**config.mk**
```make
export PLATFORM = sky130hd
export DESIGN_NAME = wchk_fifo
export DESIGN_NICKNAME = d
export VERILOG_FILES = /design/src/rtl/wchk_pkg.sv /design/src/rtl/wchk_fifo.sv
export SDC_FILE = /design/constraint.sdc
export NUM_CORES = 1
export LEC_CHECK = 0
export CAP_MARGIN = 25
export CORE_MARGIN = 4
export CORE_UTILIZATION = 60
export DETAILED_ROUTE_END_ITERATION = 10
export MAX_ROUTING_LAYER = met4
export PLACE_DENSITY = 0.82
export SETUP_SLACK_MARGIN = 0.4
export SLEW_MARGIN = 20
export SYNTH_ARGS = -nofsm -noshare
export SYNTH_HDL_FRONTEND = slang
export SYNTH_SLANG_ARGS = --single-unit
```
**constraint.sdc**
```tcl
create_clock -name clk -period 17.7 [get_ports clk]
set_input_delay 2.655 -clock clk [delete_from_list [all_inputs] [get_ports clk]]
set_output_delay 2.655 -clock clk [all_outputs]
set_load 0.02 [all_outputs]
```
**src/rtl/wchk_pkg.sv**
```systemverilog
// -----------------------------------------------------------------------------
// wchk_pkg
// Shared types and constants for the data-memory write checker:
//   wchk_state_e : checker FSM states (IDLE, RUN, PASS, FAIL)
//   IGN_W        : width of the saturating ignored-write counter
//   ptr_w()      : index width for a queue of a given depth
// -----------------------------------------------------------------------------
package wchk_pkg;

   typedef enum logic [1:0] {
      S_IDLE = 2'd0,
      S_RUN  = 2'd1,
      S_PASS = 2'd2,
      S_FAIL = 2'd3
   } wchk_state_e;

   localparam int unsigned IGN_W = 16;

   // Index width for a power-of-two queue; never narrower than one bit.
   function automatic int unsigned ptr_w(input int unsigned depth);
      return (depth < 2) ? 1 : $clog2(depth);
   endfunction

endpackage

```
**src/rtl/wchk_fifo.sv**
```systemverilog
// -----------------------------------------------------------------------------
// wchk_fifo
// Synchronous DEPTH x W queue holding expected (address, data) writes.
// Read/write pointers carry one extra MSB so full and empty are distinct.
// Ports:
//   clk, reset   : clock, asynchronous active-high reset (pointers only)
//   flush        : synchronous empty; wins over push/pop in the same cycle
//   push, wdata  : enqueue (ignored while full)
//   pop          : dequeue head (ignored while empty)
//   head         : entry at the read pointer
//   full, empty  : current occupancy flags
//   full_nxt     : full flag as it will be after this cycle's push/pop/flush
//   count        : current number of entries
// -----------------------------------------------------------------------------
module wchk_fifo
   import wchk_pkg::*;
#(
   parameter int unsigned DEPTH = 8,
   parameter int unsigned W     = 64
) (
   input  logic                     clk,
   input  logic                     reset,
   input  logic                     flush,
   input  logic                     push,
   input  logic                     pop,
   input  logic [W-1:0]             wdata,
   output logic [W-1:0]             head,
   output logic                     full,
   output logic                     empty,
   output logic                     full_nxt,
   output logic [ptr_w(DEPTH):0]    count
);

   localparam int unsigned AW = ptr_w(DEPTH);

   logic [AW:0]  wr_ptr_q, wr_ptr_d;
   logic [AW:0]  rd_ptr_q, rd_ptr_d;
   logic [W-1:0] mem_q [DEPTH];
   logic         push_ok, pop_ok;

   assign push_ok = push & ~full;
   assign pop_ok  = pop & ~empty;

   always_comb begin
      wr_ptr_d = wr_ptr_q;
      rd_ptr_d = rd_ptr_q;
      if (flush) begin
         wr_ptr_d = '0;
         rd_ptr_d = '0;
      end else begin
         if (push_ok) wr_ptr_d = wr_ptr_q + 1'b1;
         if (pop_ok)  rd_ptr_d = rd_ptr_q + 1'b1;
      end
   end

   always_ff @(posedge clk or posedge reset) begin
      if (reset) begin
         wr_ptr_q <= '0;
         rd_ptr_q <= '0;
      end else begin
         wr_ptr_q <= wr_ptr_d;
         rd_ptr_q <= rd_ptr_d;
      end
   end

   // Storage needs no reset: only entries between the pointers are ever read.
   always_ff @(posedge clk) begin
      if (push_ok && !flush) mem_q[wr_ptr_q[AW-1:0]] <= wdata;
   end

   assign head     = mem_q[rd_ptr_q[AW-1:0]];
   assign empty    = (wr_ptr_q == rd_ptr_q);
   assign full     = (wr_ptr_q[AW] != rd_ptr_q[AW]) &&
                     (wr_ptr_q[AW-1:0] == rd_ptr_q[AW-1:0]);
   assign full_nxt = (wr_ptr_d[AW] != rd_ptr_d[AW]) &&
                     (wr_ptr_d[AW-1:0] == rd_ptr_d[AW-1:0]);
   assign count    = wr_ptr_q - rd_ptr_q;

endmodule

```
==> run metrics <==
routed length per instance approximately 25 um; Static Leakage 7.552 nW; MaxCap Viol Count 0; Filler cells 1884; Rows 66; Unique masters post-synth 33; total grt overflow 0; Final Hold Vio Count 0; port buffer count about 140; CTS tree done; Final ANT Viol Nets 0; slew of the pin with the lowest slew margin approximately 1.0 ns; CP Max Fanout 13; Clock Tree Buf Depth 3; status finished clean; initial antenna violation count 3; Mapped Area slightly below 20000 sq um; Final min period 7.768 ns; Num CTS Buffers slightly below 50; H-tree depth 2; Final Max Slew Viols 0; Worst path slowest cell clkdlybuf4s50_1; first-pass GRT wire length around 61 mm; Initial Util between 60% and 70%; Yosys top cell area share between 70 and 80%; Min-Delay Path Class reg -> reg; Post-CTS Hold Fix Bufs 0; r2r setup slk 13.37 ns; unrepaired setup endpoints after global routing no; WP data arrival a little over 5 ns; startpoint class of the critical path input port; Critical Path RT roughly 15 ns; Die Wd around 190 um; layout cell share with drive strength beyond 1 around a fifth; DP HPWL ~20 mm; Final Cell Area approximately 23000 sq um; placed instance area between 20000 and 25000 sq um; root buffer cell clkbuf_16; Final WS setup just under 10 ns; drt via density 5.940; Clock transition at path regs 0.06 ns; number of global-route vias before repair 9889; most numerous cell in the Yosys netlist edfxtp_1; synthesized area per cell a little over 20 sq um; Pre-antenna DRT Iters 5; worst hold margin ~0.73 ns; setup violators final 0; later-pin clock latency in the skew report ~0.55 ns; most used cell, CP clkdlybuf4s50_1; Synth area leader edfxtp_1; Post-CTS Resized 0; Die Area ~36000 sq um; RePlAce Congestion ~0.8; critical path class in -> out; clock skew approximately 0.009 ns; Cell Pwr Density approximately 120 nW/um^2; fin crit share between 40 and 50%; post-synthesis sequential area ratio ~78%; gr usage total between 20% and 30%; Yosys warning count 0; most common flop cell mapped by yosys edfxtp_1; post-synthesis async set-or-reset flop share roughly 1.5%; clock sinks 520; # Post-CTS Setup Buffers 0; maximum achievable frequency between 100 and 150 MHz; Critical Path Sink Type output pin; CP cell instances clkdlybuf4s50_1 -> inv_1 -> o2111ai_1 -> o31ai_2 -> xor2_1 -> a2111oi_2 -> clkdlybuf4s50_1; setup_tns 0 ns; Remaining DRCs 0; Mapped Nets 1032; Mapped Cells around 960; final WL 39.59 mm; pin count of the biggest net entering global routing 68; Peak VDD IR ~0.094 mV; most frequent cells after synthesis 512 x edfxtp_1, 197 x nand2_1, 128 x mux4_2, 22 x clkbuf_1, 15 x nor2_1; nets between 1k and 1.5k; # IOs between 100 and 150; EDFF count, synth approximately 500; Layout area overhead 17.83%; Core Footprint between 30000 and 40000 sq um; initial DRC count between 800 and 900; dpl ws roughly 10 ns; main area contributors after synthesis edfxtp_1 77%, mux4_2 15%, nand2_1 3.7%; DR vias 9516; Max stage delay on crit path between 0.7 and 0.8 ns; relative slew slack a little under a third; Die Y about 190 um; Yosys reg bits between 500 and 600
[cell usage in the layout (no fill, tap or decap), drive strengths merged]
cell             n
nand4            2
a21boi           2
nor2            15
inv             10
nor3             2
fa               1
nor2b            3
ha               5
bufinv           2
and2             1
a2111oi          1
nand2b           1
o31ai            2
edfxtp         512
o211ai           1
xor2             4
buf             19
diode            3
mux2             4
nand2          197
a21oi            4
and3             1
dfrtp            8
nand3            1
clkdlybuf4s50  139
mux4           128
clkinv          15
a21o             1
clkbuf          68
o2111ai          2
xnor2            6
[worst max-delay path, delay by kind of cell]
family	cells	cell delay, ns
buf+inv	3	1.61
compound gates	3	0.66
xor+xnor	1	0.19
[sequential cells by signal, summed over array words and instances, names as in the netlist]
signal    cells
mem_q       512
wr_ptr_q      4
rd_ptr_q      4
[logic make-up (layout without fill, tap and decap cells)]
| kind of cell | count (synthesis) | count (layout) | share of synthesized area (%) |
|---|---|---|---|
| other cells | 0 | 3 | 0 |
| compound gates | 13 | 13 | 0.5603 |
| xor+xnor | 10 | 10 | 0.4785 |
| fa+ha+maj | 6 | 6 | 0.4155 |
| mux | 132 | 132 | 14.75 |
| buf+inv | 53 | 253 | 1.102 |
| flops | 520 | 520 | 78.36 |
| simple gates | 223 | 223 | 4.331 |
[layer usage]
layer  up-vias  share of wire [%]  GRT usage, %  wire [um]
met4         0                1.5         4.841        607
met3        54                7.2         3.908       2832
li1       4152                  -             -          -
met1      4920                 40         31.86      15720
met5         -                  0             -          0
met2       390                 52         37.47      20430
[where the power goes]
| group | switching (mW) | internal (mW) | total, mW |
|---|---|---|---|
| Clock | 0.418 | 0.555 | 0.973 |
| Sequential | 0.0199 | 1.37 | 1.39 |
| Combinational | 0.208 | 0.223 | 0.431 |
[stage by stage]
step | util, % | std cells | total power, mW
6_report | 71.80 | 1602 | 2.796
5_1_grt | 71.80 | 1602 | 2.904
4_1_cts | 71.46 | 1595 | 2.815
3_5_place_dp | 66.94 | 1509 | 1.848
3_3_place_gp | 66.85 | 1508 | 1.838
2_1_floorplan | - | 957 | 1.688
[worst paths after layout]
check	from	to	cells past startpoint
min	wr_ptr_q[0]	wr_ptr_q[0]	2
min in group asynchronous	reset	rd_ptr_q[0]	2
max	flush	full_nxt	7
min reg2reg	wr_ptr_q[0]	wr_ptr_q[0]	2
max in group asynchronous	reset	rd_ptr_q[1]	2
max reg2reg	rd_ptr_q[2]	mem_q[5][40]	8
[area by class of cell]
| class | instances | area, sq um | share of cell area, % |
|---|---|---|---|
| Inverter | 9 | 33.78 | 0.1443 |
| Antenna cell | 3 | 7.507 | 0.03206 |
| Clock buffer | 68 | 1340 | 5.722 |
| Multi-Input combinational cell | 384 | 4136 | 17.66 |
| Tap cell | 442 | 553.0 | 2.361 |
| Sequential cell | 520 | 15590 | 66.55 |
| Clock inverter | 18 | 135.1 | 0.5770 |
| Timing Repair Buffer | 158 | 1627 | 6.946 |
Power figures use the tool's default switching activity.
